**src/rtl/cdm_seq_div16_8_pkg.sv**
```systemverilog
// Shared definitions for the sequential 16-by-8 restoring divider:
// default widths, FSM state encodings and the divide-by-zero quotient.
package cdm_seq_div16_8_pkg;

    localparam int unsigned NW = 16;
    localparam int unsigned DW = 8;

    // 2'd3 is unused; the FSM treats it as IDLE.
    typedef enum logic [1:0] {
        StIdle = 2'd0,
        StBusy = 2'd1,
        StDone = 2'd2
    } state_e;

    localparam logic [NW-1:0] QDivZero = 16'hFFFF;

endpackage

```
**src/rtl/cdm_seq_div16_8_if.sv**
```systemverilog
// Start/busy/done operand and result bundle for the divider.
interface cdm_seq_div16_8_if
    import cdm_seq_div16_8_pkg::*;
#(
    parameter int unsigned N_W = NW,
    parameter int unsigned D_W = DW
) ();

    logic           start;
    logic [N_W-1:0] N;
    logic [D_W-1:0] D;
    logic           busy;
    logic           done;
    logic [N_W-1:0] Q;
    logic [D_W-1:0] REM;
    logic           ovf;
    logic           dz;

    modport master (
        output start, N, D,
        input  busy, done, Q, REM, ovf, dz
    );

    modport slave (
        input  start, N, D,
        output busy, done, Q, REM, ovf, dz
    );

endinterface

```
**src/rtl/cdm_seq_div16_8_div_step.sv**
```systemverilog
// One restoring-division step: shift the next dividend bit into the partial
// remainder, then subtract the divisor if it fits.
module cdm_seq_div16_8_div_step #(
    parameter int unsigned D_W = 8
) (
    input  logic [D_W:0]   p,
    input  logic           din,
    input  logic [D_W-1:0] d,
    output logic [D_W:0]   p_next,
    output logic           qbit
);

    logic [D_W:0] p_sh;

    // The incoming P is always < D, so its MSB is zero and drops out of the shift.
    logic unused_p_msb;
    assign unused_p_msb = p[D_W];

    always_comb begin
        p_sh = {p[D_W-1:0], din};
        if (p_sh >= {1'b0, d}) begin
            p_next = p_sh - {1'b0, d};
            qbit   = 1'b1;
        end else begin
            p_next = p_sh;
            qbit   = 1'b0;
        end
    end

endmodule

```
**src/rtl/cdm_seq_div16_8.sv**
```systemverilog
// Sequential restoring divider that recovers a factor and remainder from a
// carry-disregard product; resolves one quotient bit per clock.
module cdm_seq_div16_8
    import cdm_seq_div16_8_pkg::*;
#(
    parameter int unsigned N_W = NW,
    parameter int unsigned D_W = DW
) (
    input logic              clk,
    input logic              rst,
    cdm_seq_div16_8_if.slave bus
);

    localparam int unsigned          CntW   = $clog2(N_W);
    localparam logic [CntW-1:0]      CntMax = CntW'(N_W - 1);

    state_e         state_q, state_d;
    logic [CntW-1:0] cnt_q, cnt_d;
    logic [N_W-1:0] nsh_q, nsh_d;
    logic [D_W:0]   p_q, p_d;
    logic [D_W-1:0] d_q, d_d;
    logic [N_W-1:0] q_q, q_d;
    logic [D_W-1:0] rem_q, rem_d;
    logic           ovf_q, ovf_d;
    logic           dz_q, dz_d;

    logic [D_W:0]   p_step;
    logic           qbit;
    logic [N_W-1:0] nsh_shift;

    cdm_seq_div16_8_div_step #(
        .D_W(D_W)
    ) u_step (
        .p      (p_q),
        .din    (nsh_q[N_W-1]),
        .d      (d_q),
        .p_next (p_step),
        .qbit   (qbit)
    );

    // Quotient bits fill the LSBs vacated by the dividend shift.
    assign nsh_shift = {nsh_q[N_W-2:0], qbit};

    always_comb begin
        state_d = state_q;
        cnt_d   = cnt_q;
        nsh_d   = nsh_q;
        p_d     = p_q;
        d_d     = d_q;
        q_d     = q_q;
        rem_d   = rem_q;
        ovf_d   = ovf_q;
        dz_d    = dz_q;
        case (state_q)
            StIdle, StDone: begin
                if (bus.start) begin
                    if (bus.D != '0) begin
                        state_d = StBusy;
                        nsh_d   = bus.N;
                        d_d     = bus.D;
                        p_d     = '0;
                        cnt_d   = '0;
                    end else begin
                        state_d = StDone;
                        q_d     = N_W'(QDivZero);
                        rem_d   = '0;
                        dz_d    = 1'b1;
                        ovf_d   = 1'b1;
                    end
                end else begin
                    state_d = StIdle;
                end
            end
            StBusy: begin
                nsh_d = nsh_shift;
                p_d   = p_step;
                cnt_d = cnt_q + 1'b1;
                if (cnt_q == CntMax) begin
                    state_d = StDone;
                    q_d     = nsh_shift;
                    rem_d   = p_step[D_W-1:0];
                    ovf_d   = |nsh_shift[N_W-1:D_W];
                    dz_d    = 1'b0;
                end
            end
            default: state_d = StIdle;
        endcase
    end

    always_ff @(posedge clk or posedge rst) begin
        if (rst) begin
            state_q <= StIdle;
            cnt_q   <= '0;
            nsh_q   <= '0;
            p_q     <= '0;
            d_q     <= '0;
            q_q     <= '0;
            rem_q   <= '0;
            ovf_q   <= 1'b0;
            dz_q    <= 1'b0;
        end else begin
            state_q <= state_d;
            cnt_q   <= cnt_d;
            nsh_q   <= nsh_d;
            p_q     <= p_d;
            d_q     <= d_d;
            q_q     <= q_d;
            rem_q   <= rem_d;
            ovf_q   <= ovf_d;
            dz_q    <= dz_d;
        end
    end

    assign bus.busy = (state_q == StBusy);
    assign bus.done = (state_q == StDone);
    assign bus.Q    = q_q;
    assign bus.REM  = rem_q;
    assign bus.ovf  = ovf_q;
    assign bus.dz   = dz_q;

endmodule

```
**src/flat_wrapper.sv**
```systemverilog
// flat-port wrapper written by rule: the top's interface ports become plain ports
module cdm_seq_div16_8_flat import cdm_seq_div16_8_pkg::*;
#(
    parameter int unsigned N_W = NW,
    parameter int unsigned D_W = DW
)
  (clk, rst, bus_start, bus_N, bus_D, bus_busy, bus_done, bus_Q, bus_REM, bus_ovf, bus_dz);
  cdm_seq_div16_8_if #(.N_W(N_W), .D_W(D_W)) bus_i ();
  input logic clk;
  input logic rst;
  input wire logic [$bits(bus_i.start)-1:0] bus_start;
  input wire logic [$bits(bus_i.N)-1:0] bus_N;
  input wire logic [$bits(bus_i.D)-1:0] bus_D;
  output wire logic [$bits(bus_i.busy)-1:0] bus_busy;
  output wire logic [$bits(bus_i.done)-1:0] bus_done;
  output wire logic [$bits(bus_i.Q)-1:0] bus_Q;
  output wire logic [$bits(bus_i.REM)-1:0] bus_REM;
  output wire logic [$bits(bus_i.ovf)-1:0] bus_ovf;
  output wire logic [$bits(bus_i.dz)-1:0] bus_dz;
  assign bus_i.start = bus_start;
  assign bus_i.N = bus_N;
  assign bus_i.D = bus_D;
  assign bus_busy = bus_i.busy;
  assign bus_done = bus_i.done;
  assign bus_Q = bus_i.Q;
  assign bus_REM = bus_i.REM;
  assign bus_ovf = bus_i.ovf;
  assign bus_dz = bus_i.dz;
  cdm_seq_div16_8 #(.N_W(N_W), .D_W(D_W)) u_core (.clk(clk), .rst(rst), .bus(bus_i));
endmodule
```
**config.mk**
```make
export PLATFORM = sky130hd
export DESIGN_NAME = cdm_seq_div16_8_flat
export DESIGN_NICKNAME = d
export VERILOG_FILES = /design/src/rtl/cdm_seq_div16_8_pkg.sv /design/src/rtl/cdm_seq_div16_8_if.sv /design/src/rtl/cdm_seq_div16_8_div_step.sv /design/src/rtl/cdm_seq_div16_8.sv /design/src/flat_wrapper.sv
export SDC_FILE = /design/constraint.sdc
export NUM_CORES = 1
export LEC_CHECK = 0
export CELL_PAD_IN_SITES_DETAIL_PLACEMENT = 2
export CELL_PAD_IN_SITES_GLOBAL_PLACEMENT = 2
export CORE_ASPECT_RATIO = 1.25
export CORE_MARGIN = 5
export CORE_UTILIZATION = 45
export CTS_BUF_LIST = sky130_fd_sc_hd__clkbuf_8
export CTS_CLUSTER_SIZE = 28
export DETAILED_ROUTE_END_ITERATION = 10
export DONT_BUFFER_PORTS = 1
export PLACE_DENSITY = 0.95
export REMOVE_ABC_BUFFERS = 1
export SYNTH_ARGS = -nofsm -noshare
export SYNTH_HDL_FRONTEND = slang
export SYNTH_HIERARCHICAL = 1
export SYNTH_SLANG_ARGS = --single-unit
export TNS_END_PERCENT = 10
```
**constraint.sdc**
```tcl
create_clock -name clk -period 7 [get_ports clk]
set_clock_uncertainty 0.2 [all_clocks]
set_input_delay 1.4 -clock clk [delete_from_list [all_inputs] [get_ports clk]]
set_output_delay 1.4 -clock clk [all_outputs]
set_load 0.05 [all_outputs]
```
# --- Yosys cells after proc, flatten, opt, wreduce, memory -nomap -nowiden ---
# Cells that the tools add are included.
# Widths: inputs -> output; s select.
word_totals:
  regBits: 64
  in_bits: 27
op_classes:
  n_lt_le_gt_ge: 1
  eq_ne: 7
  addsub: 2
  mux: 29
  reduce_logical: 8
ops:
  columns: ["op", "n"]
  rows:
  - ["$mux 16", 5]
  - ["$pmux 16 s2", 2]
  - ["$mux 8", 6]
  - ["$pmux 8 s2", 2]
  - ["$ge 9x8->1", 1]
  - ["$mux 4", 2]
  - ["$pmux 4 s2", 1]
  - ["$reduce_bool 8->1", 1]
  - ["$reduce_or 8->1", 1]
  - ["$sub 8x8->8", 1]
  - ["$mux 2", 3]
  - ["$reduce_and 3->1", 2]
  - ["$mux 1", 5]
  - ["$add 4x1->4 const B", 1]
  - ["$eq 4x4->1 const B", 1]
  - ["$ne 2x1->1 const B", 2]
  - ["$ne 2x2->1 const B", 2]
  - ["$pmux 1 s2", 2]
  - ["$pmux 2 s2", 1]
  - ["$reduce_and 4->1", 1]
  - ["$eq 2x1->1 const B", 1]
  - ["$eq 2x2->1 const B", 1]
  - ["$logic_not 2->1", 1]
  - ["$reduce_bool 2->1", 1]
  - ["$reduce_or 2->1", 1]

# --- Logic depth before layout (Yosys ltp) ---
# Gate-level depths: netlist (run 1).
depth:
  word_depth: 4
  mapped_depth: 10
  mapped_depth_nobuf: 10

# --- By module ---
# The synthesis (run 1) kept the hierarchy.
by_module_without_submodules:
  columns: ["mod", "n_inst", "seq_area_each_um2", "cells_each", "area_each_um2"]
  rows:
  - ["cdm_seq_div16_8", 1, 1626.6, 288, 3027.9]
  - ["cdm_seq_div16_8_div_step", 1, 0.0, 76, 546.8]

# --- Least setup slack after synthesis (run 1) ---
# Ideal clock, no wire load.
synth_path:
  kind: "in2reg"
  startpoint: "input bus_D[5]"
  endpoint: "register u_core.d_q[0]"
  t_required_ns: 6.675
  stages: 4
  path_slack_ns: 4.025
  t_arrival_ns: 2.650
  path_buffers: 1
  setup_ns: 0.125
  path_cell_list: "or4_4 > o21ai_4 > buf_6 > mux2_4"
synth_between:
  elab_chain_cells: 2
synth_rtl:
  columns: ["element", "line_no", "rtl"]
  rows:
  - ["start: declaration", "flat_wrapper.sv:13", "input wire logic [$bits(bus_i.D)-1:0] bus_D;"]
  - ["$reduce_bool 8->1", "cdm_seq_div16_8.sv:57", "if (bus.D != '0) begin"]
  - ["$reduce_and 3->1 (no line)", null, null]
  - ["end signal: assignment", "cdm_seq_div16_8.sv:96", "d_q <= '0;"]
  - ["end signal: assignment", "cdm_seq_div16_8.sv:106", "d_q <= d_d;"]
  - ["end: declaration", "cdm_seq_div16_8.sv:21", "logic [D_W-1:0] d_q, d_d;"]
# Every way passes these cells.
# A chain may end at the register's enable or synchronous reset.

# --- Worst setup path after layout (run 1) ---
layout_path:
  startpoint: "register u_core.state_q[0]"
  endpoint: "output bus_busy"
layout_between:
  elab_chain_cells: 1
layout_rtl:
  columns: ["element", "line_no", "rtl"]
  rows:
  - ["start: declaration", "cdm_seq_div16_8.sv:17", "state_e state_q, state_d;"]
  - ["start signal: assignment", "cdm_seq_div16_8.sv:92", "state_q <= StIdle;"]
  - ["start signal: assignment", "cdm_seq_div16_8.sv:102", "state_q <= state_d;"]
  - ["$eq 2x1->1", "cdm_seq_div16_8.sv:114", "assign bus.busy = (state_q == StBusy);"]
  - ["end: declaration", "flat_wrapper.sv:14", "output wire logic [$bits(bus_i.busy)-1:0] bus_busy;"]
# Every way passes these cells.

==> reports/summary.json, run 1 <==
{
  "power.sequential.fraction_pct": 40.8,
  "critPathMaxFanout": 34,
  "clockPowerShare_pct": 13.5,
  "maximum_number_of_pins_on_one_net_before_global_route_repair": 65,
  "first_pass_iters": 4,
  "count_of_standard_cell_rows": 36,
  "worstPathRequired_ns": 5.40,
  "final_min_period_over_clock_period_pct": 49.1,
  "leading_cell_types_in_the_layout_fill_and_taps_excluded": "64 x sky130_fd_sc_hd__dfrtp_1, 25 x sky130_fd_sc_hd__nand2_1, 23 x sky130_fd_sc_hd__a21oi_1, 19 x sky130_fd_sc_hd__nor2_1, 17 x sky130_fd_sc_hd__a211oi_1",
  "gr-usage-all-layers_pct": 26.8,
  "p_sw_share_pct": 51.6,
  "timing.critical_path.cells": "nand2b_1, inv_1, buf_4",
  "run_status": "completed",
  "fmax_mhz": 291,
  "slew_violations": 0,
  "syn_inst": 353,
  "unrepaired_setup_endpoints_after_global_routing": "false",
  "startpoint_type": "flip-flop",
  "finalNonFillerCells": 442,
  "grt_remaining_overflow": 0,
  "placed_cells": 426,
  "delay_of_the_slowest_cell_on_the_worst_path_ns": 0.63,
  "clock_tree.root_cell": "sky130_fd_sc_hd__clkbuf_8",
  "drive_above_1_share_pct": 13.3,
  "synth.cell_area_um2": 3490,
  "clk_path_buf_depth": 2,
  "syn_to_final_growth_pct": 6.13,
  "tns_ns": 0,
  "cell_with_the_largest_stage_delay_on_the_worst_path": "sky130_fd_sc_hd__dfrtp_1",
  "postRouteWirelength_mm": 12.0,
  "first_pass_grt_wire_length_mm": 19.1,
  "cell_internal_pwr_mw": 1.14,
  "place.gp.congestion": 0.802,
  "tightest_slew_ns": 1.11,
  "layout_commonest_cell": "sky130_fd_sc_hd__dfrtp_1",
  "hp-class": "reg -> reg",
  "first_iter_violations": 148,
  "power.share.combinational_pct": 45.7,
  "avgRoutedWirePerCell_um": 27.2,
  "post_cts_resized": 0,
  "die-width_um": 88.8,
  "critical_path_type": "reg -> out",
  "relSlewSlack_pct": 25.9,
  "power_density_nw_per_um2": 638,
  "worst_setup_hold_path_clk_slew_ns": 0.09,
  "cts_post_setup_buffers_inserted": 0,
  "cts_made_buffers": 9,
  "floorplan.die_area_um2": 9630,
  "first_global_vias": 3263,
  "syn_avg_cell_area_um2": 9.89,
  "power_leakage_nw": 1.57,
  "worst_setup_path_end_kind": "output pin",
  "finish.net_count": 379,
  "clock_tree.htree_level_count": 3,
  "clock_latency_ns": 0.35,
  "cp_data_arrival_time_ns": 1.84,
  "ys.warnings.count": 6,
  "buffer_ports.inserted": 0,
  "hpwlAfterDp_mm": 7.82,
  "switching_power_mw": 1.22,
  "drv.max_cap_violation_count": 0,
  "final-hold-violation-count": 0,
  "power.ir.vdd_worst_v": 0.000243,
  "n_antenna_cell": 0,
  "tritoncts_clock_tree": "yes",
  "detail_route.drc_violations": 0,
  "standard_cell_core_area_um2": 7700,
  "holdBufCountCts": 0,
  "place_ws_ns": 3.71,
  "vias_per_cell": 6.60,
  "period_needed_ns": 3.44,
  "antenna_found_initial": 0,
  "post_route_ant_nets": 0,
  "dieHeight_um": 108,
  "timing.hold.ws_ns": 0.325,
  "post-route-worst-setup-slack_ns": 3.56,
  "top_level_ports": 55,
  "clock_sinks": 64,
  "floorplan.initialDensity_pct": 45.3,
  "setup_viol": 0,
  "vias": 2915
}
-- power groups by stage --
stage / Combinational [mW] / Clock [mW] / Sequential [mW]
finish: 1.08 / 0.318 / 0.965
floorplan: 0.775 / 0 / 0.884
CTS: 1.07 / 0.325 / 0.967
global route: 1.19 / 0.340 / 0.985
global placement: 0.944 / 0 / 0.948
detailed placement: 1.04 / 0 / 0.965
-- critical path: cells and delay by family (launching register included) --
| kind | cells | cell delay (ns) |
|---|---|---|
| and+or+nand+nor | 1 | 0.16 |
| DFF | 1 | 0.63 |
| buffers and inverters | 2 | 0.68 |
-- final timing paths --
kind                                               start                     endpoint  slack (ns)  cells past startpoint
max                        u_core/state_q[0]$_DFFE_PP0P_                     bus_busy        3.56                      3
min                            u_core/d_q[3]$_DFFE_PP0P_    u_core/d_q[3]$_DFFE_PP0P_        0.33                      1
max reg2reg                    u_core/p_q[3]$_DFFE_PP0P_  u_core/bus.Q[0]$_DFFE_PP0P_        3.86                      7
min reg2reg                    u_core/d_q[3]$_DFFE_PP0P_    u_core/d_q[3]$_DFFE_PP0P_        0.33                      1
max in group asynchronous                            rst  u_core/cnt_q[3]$_DFFE_PP0P_        5.07                      2
min in group asynchronous                            rst  u_core/bus.Q[5]$_DFFE_PP0P_        0.98                      2
-- sequential cells by signal, indices dropped and copies added, names as in the netlist --
| signal | count |
|---|---|
| u_core/bus.Q | 16 |
| u_core/nsh_q | 16 |
| u_core/bus.REM | 8 |
| u_core/d_q | 8 |
| u_core/p_q | 8 |
| u_core/cnt_q | 4 |
| u_core/state_q | 2 |
| u_core/bus.dz | 1 |
| u_core/bus.ovf | 1 |
-- layout make-up --
type	instances	area (um^2)
Multi-Input combinational cell	246	1690
Tap cell	95	119
Sequential cell	64	1600
Clock inverter	5	38.8
Timing Repair Buffer	6	45.0
Inverter	15	56.3
Fill cell	809	4000
Clock buffer	11	151
-- stage by stage --
stage	instance area, um^2	util (%)	total power [mW]
final	3700	48.1	2.36
after global placement	3510	45.6	1.89
after CTS	3700	48.1	2.37
after floorplan	3350	-	1.66
after global routing	3700	48.1	2.51
after detailed placement	3510	45.6	2.01
-- per-layer routing --
metal / track usage [%] / vias up / part of all wire (%)
met3: 6.10 / 22 / 4.3
met1: 32.6 / 1536 / 40
met5: 0 / - / 0
li1: - / 1285 / -
met4: 8.64 / 0 / 2.5
met2: 46.2 / 72 / 54
Note: power is estimated with default switching activity, not from simulation.
==> inputs of run 2 (changes only) <==
--- a/config.mk
+++ b/config.mk
@@ -9,12 +9,12 @@
 export CELL_PAD_IN_SITES_GLOBAL_PLACEMENT = 2
 export CORE_ASPECT_RATIO = 1.25
 export CORE_MARGIN = 5
-export CORE_UTILIZATION = 45
+export CORE_UTILIZATION = 41
 export CTS_BUF_LIST = sky130_fd_sc_hd__clkbuf_8
 export CTS_CLUSTER_SIZE = 28
 export DETAILED_ROUTE_END_ITERATION = 10
 export DONT_BUFFER_PORTS = 1
-export PLACE_DENSITY = 0.95
+export PLACE_DENSITY = 0.9
 export REMOVE_ABC_BUFFERS = 1
 export SYNTH_ARGS = -nofsm -noshare
 export SYNTH_HDL_FRONTEND = slang
==> constraint.sdc (replaced) <==
create_clock -name clk -period 3.45 [get_ports clk]
set_clock_uncertainty 0.2 [all_clocks]
set_input_delay 0.69 -clock clk [delete_from_list [all_inputs] [get_ports clk]]
set_output_delay 0.69 -clock clk [all_outputs]
set_load 0.05 [all_outputs]
==> run 2 against run 1 <==
  * Worst hold slack got worse by 0.059 ns
  * Setup slack got worse by 3.1 ns
  * Global-route usage decreased by 4.8 points
  * Critical path depth increased by 4
  * Sequential share of layout area decreased by 0.29 points
  * Critical endpoint is now u_core/bus.Q[0]$_DFFE_PP0P_
  * Largest cell class unchanged
==> reports/summary.json, run 2 (synthesized netlist as in run 1, its figures left out) <==
{
  "power_density": {"value": 1260, "unit": "nW/um^2", "change": "+98%"},
  "cts_post_setup_buffers_inserted": {"value": 0, "change": "unchanged"},
  "clk_path_buf_depth": {"value": 2, "change": "unchanged"},
  "worst_r2r_endpoint": "u_core/bus.Q[0]$_DFFE_PP0P_",
  "first_global_vias": {"value": 3233, "change": "-0.92%"},
  "vias_per_cell": {"value": 6.46, "change": "-2.1%"},
  "first_pass_grt_wire_length": {"value": 17.9, "unit": "mm", "change": "-6.6%"},
  "buffer_ports.inserted": {"value": 0, "change": "unchanged"},
  "post_cts_resized": {"value": 0, "change": "unchanged"},
  "power.share.combinational": {"value": 45.2, "unit": "%", "change": "-0.5 points"},
  "period_needed_ns": 3.02,
  "slew_violations": {"value": 0, "change": "unchanged"},
  "layout_commonest_cell": "sky130_fd_sc_hd__dfrtp_1",
  "final_min_period_over_clock_period_pct": 87.6,
  "vias": {"value": 2881, "change": "-1.2%"},
  "hpwlAfterDp": {"value": 7.56, "unit": "mm", "change": "-3.4%"},
  "clock_tree.htree_level_count": {"value": 3, "change": "unchanged"},
  "power.ir.vdd_worst": {"value": 0.000424, "unit": "V", "change": "+75%"},
  "switching_power": {"value": 2.35, "unit": "mW", "change": "+93%"},
  "tightest_slew": {"value": 0.954, "unit": "ns", "change": "-0.157 ns"},
  "run_status": "completed",
  "clock_latency": {"value": 0.35, "unit": "ns", "change": "about the same"},
  "clock_tree.root_cell": "sky130_fd_sc_hd__clkbuf_8",
  "standard_cell_core_area": {"value": 8290, "unit": "um^2", "change": "+7.6%"},
  "post_route_ant_nets": {"value": 0, "change": "unchanged"},
  "critical_path.reg2reg.startpoint": "u_core/p_q[3]$_DFFE_PP0P_",
  "relSlewSlack": {"value": 36.2, "unit": "%", "change": "+10 points"},
  "detail_route.drc_violations": {"value": 0, "change": "unchanged"},
  "setup_viol": {"value": 0, "change": "unchanged"},
  "worstPathRequired": {"value": 3.48, "unit": "ns", "change": "-1.92 ns"},
  "cell_internal_pwr": {"value": 2.35, "unit": "mW", "change": "+110%"},
  "worst_setup_path_end_kind": "flip-flop",
  "tritoncts_clock_tree": "yes",
  "maximum_number_of_pins_on_one_net_before_global_route_repair": {"value": 65, "change": "unchanged"},
  "syn_to_final_growth_pct": 6.85,
  "grt_remaining_overflow": {"value": 0, "change": "unchanged"},
  "holdBufCountCts": {"value": 0, "change": "unchanged"},
  "hp-class": "in -> async",
  "gr-usage-all-layers": {"value": 22.0, "unit": "%", "change": "-4.8 points"},
  "first_iter_violations": {"value": 83, "change": "-44%"},
  "avgRoutedWirePerCell": {"value": 24.3, "unit": "um", "change": "-11%"},
  "final-hold-violation-count": {"value": 0, "change": "unchanged"},
  "power.sequential.fraction": {"value": 41.0, "unit": "%", "change": "+0.2 points"},
  "rrSetupSlack": {"value": 0.43, "unit": "ns", "change": "-3.43 ns"},
  "clockPowerShare": {"value": 13.8, "unit": "%", "change": "+0.3 points"},
  "count_of_standard_cell_rows": {"value": 37, "change": "+2.8%"},
  "power_leakage": {"value": 1.57, "unit": "nW", "change": "+0.40%"},
  "drive_above_1_share": {"value": 13.5, "unit": "%", "change": "+0.21 points"},
  "floorplan.die_area": {"value": 10500, "unit": "um^2", "change": "+8.7%"},
  "finish.net_count": {"value": 381, "change": "+0.53%"},
  "cts_made_buffers": {"value": 9, "change": "unchanged"},
  "leading_cell_types_in_the_layout_fill_and_taps_excluded": "64 x sky130_fd_sc_hd__dfrtp_1, 25 x sky130_fd_sc_hd__nand2_1, 23 x sky130_fd_sc_hd__a21oi_1, 19 x sky130_fd_sc_hd__nor2_1, 17 x sky130_fd_sc_hd__a211oi_1",
  "fmax_mhz": 331,
  "placedInstanceArea": {"value": 3530, "unit": "um^2", "change": "+0.50%"},
  "postRouteWirelength": {"value": 10.8, "unit": "mm", "change": "-10%"},
  "worst_setup_hold_path_clk_slew": {"value": 0.08, "unit": "ns", "change": "about the same"},
  "unrepaired_setup_endpoints_after_global_routing": "false",
  "design_area": {"value": 3730, "unit": "um^2", "change": "+0.68%"},
  "dieHeight": {"value": 113, "unit": "um", "change": "+4.3%"},
  "top_level_ports": {"value": 55, "change": "unchanged"},
  "critical_path_type": "reg -> reg",
  "startpoint_type": "flip-flop",
  "drv.max_cap_violation_count": {"value": 0, "change": "unchanged"},
  "critPathMaxFanout": {"value": 8, "change": "-76%"},
  "cp_data_arrival_time": {"value": 3.06, "unit": "ns", "change": "+1.22 ns"},
  "first_pass_iters": {"value": 4, "change": "unchanged"},
  "p_sw_share": {"value": 49.9, "unit": "%", "change": "-1.6 points"},
  "place.gp.congestion": {"value": 0.833, "change": "+3.9%"},
  "tns": {"value": 0, "unit": "ns", "change": "unchanged"},
  "antenna_found_initial": {"value": 0, "change": "unchanged"},
  "floorplan.initialDensity": {"value": 42.1, "unit": "%", "change": "-3.2 points"},
  "clock_sinks": {"value": 64, "change": "unchanged"},
  "timing.reg2reg.worst_path_depth": {"value": 7, "change": "unchanged"},
  "n_antenna_cell": {"value": 0, "change": "unchanged"},
  "die-width": {"value": 92.5, "unit": "um", "change": "+4.2%"}
}
==> run 2: cell count changes in the layout (fill, tap and decap cells not counted), sizes merged <==
cell      previous run  this run
buf                  6         8
bufinv               0         1
clkbuf              11         9
clkinvlp             1         3
inv                 17        16
==> run 2: worst max-delay path by stage <==
stage	start	endpoint	slack, ns
global route	u_core/p_q[3]$_DFFE_PP0P_	u_core/bus.Q[0]$_DFFE_PP0P_	0.34
detailed placement	u_core/p_q[3]$_DFFE_PP0P_	u_core/bus.Q[0]$_DFFE_PP0P_	0.52
CTS	u_core/p_q[3]$_DFFE_PP0P_	u_core/bus.Q[0]$_DFFE_PP0P_	0.44
floorplan	u_core/state_q[1]$_DFFE_PP0P_	u_core/bus.Q[10]$_DFFE_PP0P_	0.18
finish	u_core/p_q[3]$_DFFE_PP0P_	u_core/bus.Q[0]$_DFFE_PP0P_	0.43
global placement	u_core/p_q[3]$_DFFE_PP0P_	u_core/bus.Q[0]$_DFFE_PP0P_	0.61
==> run 2: power groups by stage <==
stage / clock network (mW) / registers [mW] / logic, mW
3_3_place_gp: 0 / 1.91 / 1.92
6_report: 0.647 / 1.93 / 2.13
2_1_floorplan: 0 / 1.79 / 1.57
5_1_grt: 0.704 / 1.97 / 2.33
3_5_place_dp: 0 / 1.94 / 2.08
4_1_cts: 0.666 / 1.93 / 2.14
==> run 2: metal layers <==
metal	track usage, %	vias up	part of all wire (%)
met5	0	-	0
met3	4.65	27	4.1
li1	-	1288	-
met4	10.9	0	3.1
met2	38.1	59	52
met1	25.5	1507	41
==> run 2: area by class of cell <==
class,count,area (um^2)
Tap cell,97,121
Inverter,15,56.3
Multi-Input combinational cell,246,1690
Fill cell,889,4560
Timing Repair Buffer,8,60.1
Clock buffer,9,124
Clock inverter,7,73.8
Sequential cell,64,1600
==> run 2: per-stage QoR <==
step	power (mW)	util [%]	std cells	setup WS (ns)	hold slack, ns
after floorplan	3.37	-	325	0.178	0.279
after global placement	3.83	42.6	430	0.611	0.290
after detailed placement	4.02	42.6	430	0.521	0.297
after CTS	4.73	45.0	446	0.438	0.264
after global routing	5.01	45.0	446	0.340	0.268
final	4.70	45.0	446	0.427	0.267
==> run 2: worst max-delay path, cell delays in order, from the launching register on <==
cell and delay (ns):
sky130_fd_sc_hd__dfrtp_1 0.41, sky130_fd_sc_hd__ha_1 0.35, sky130_fd_sc_hd__a21o_1 0.24, sky130_fd_sc_hd__o21bai_1 0.17
sky130_fd_sc_hd__a211o_1 0.38, sky130_fd_sc_hd__or2_1 0.42, sky130_fd_sc_hd__or3b_2 0.53, sky130_fd_sc_hd__o32a_2 0.21
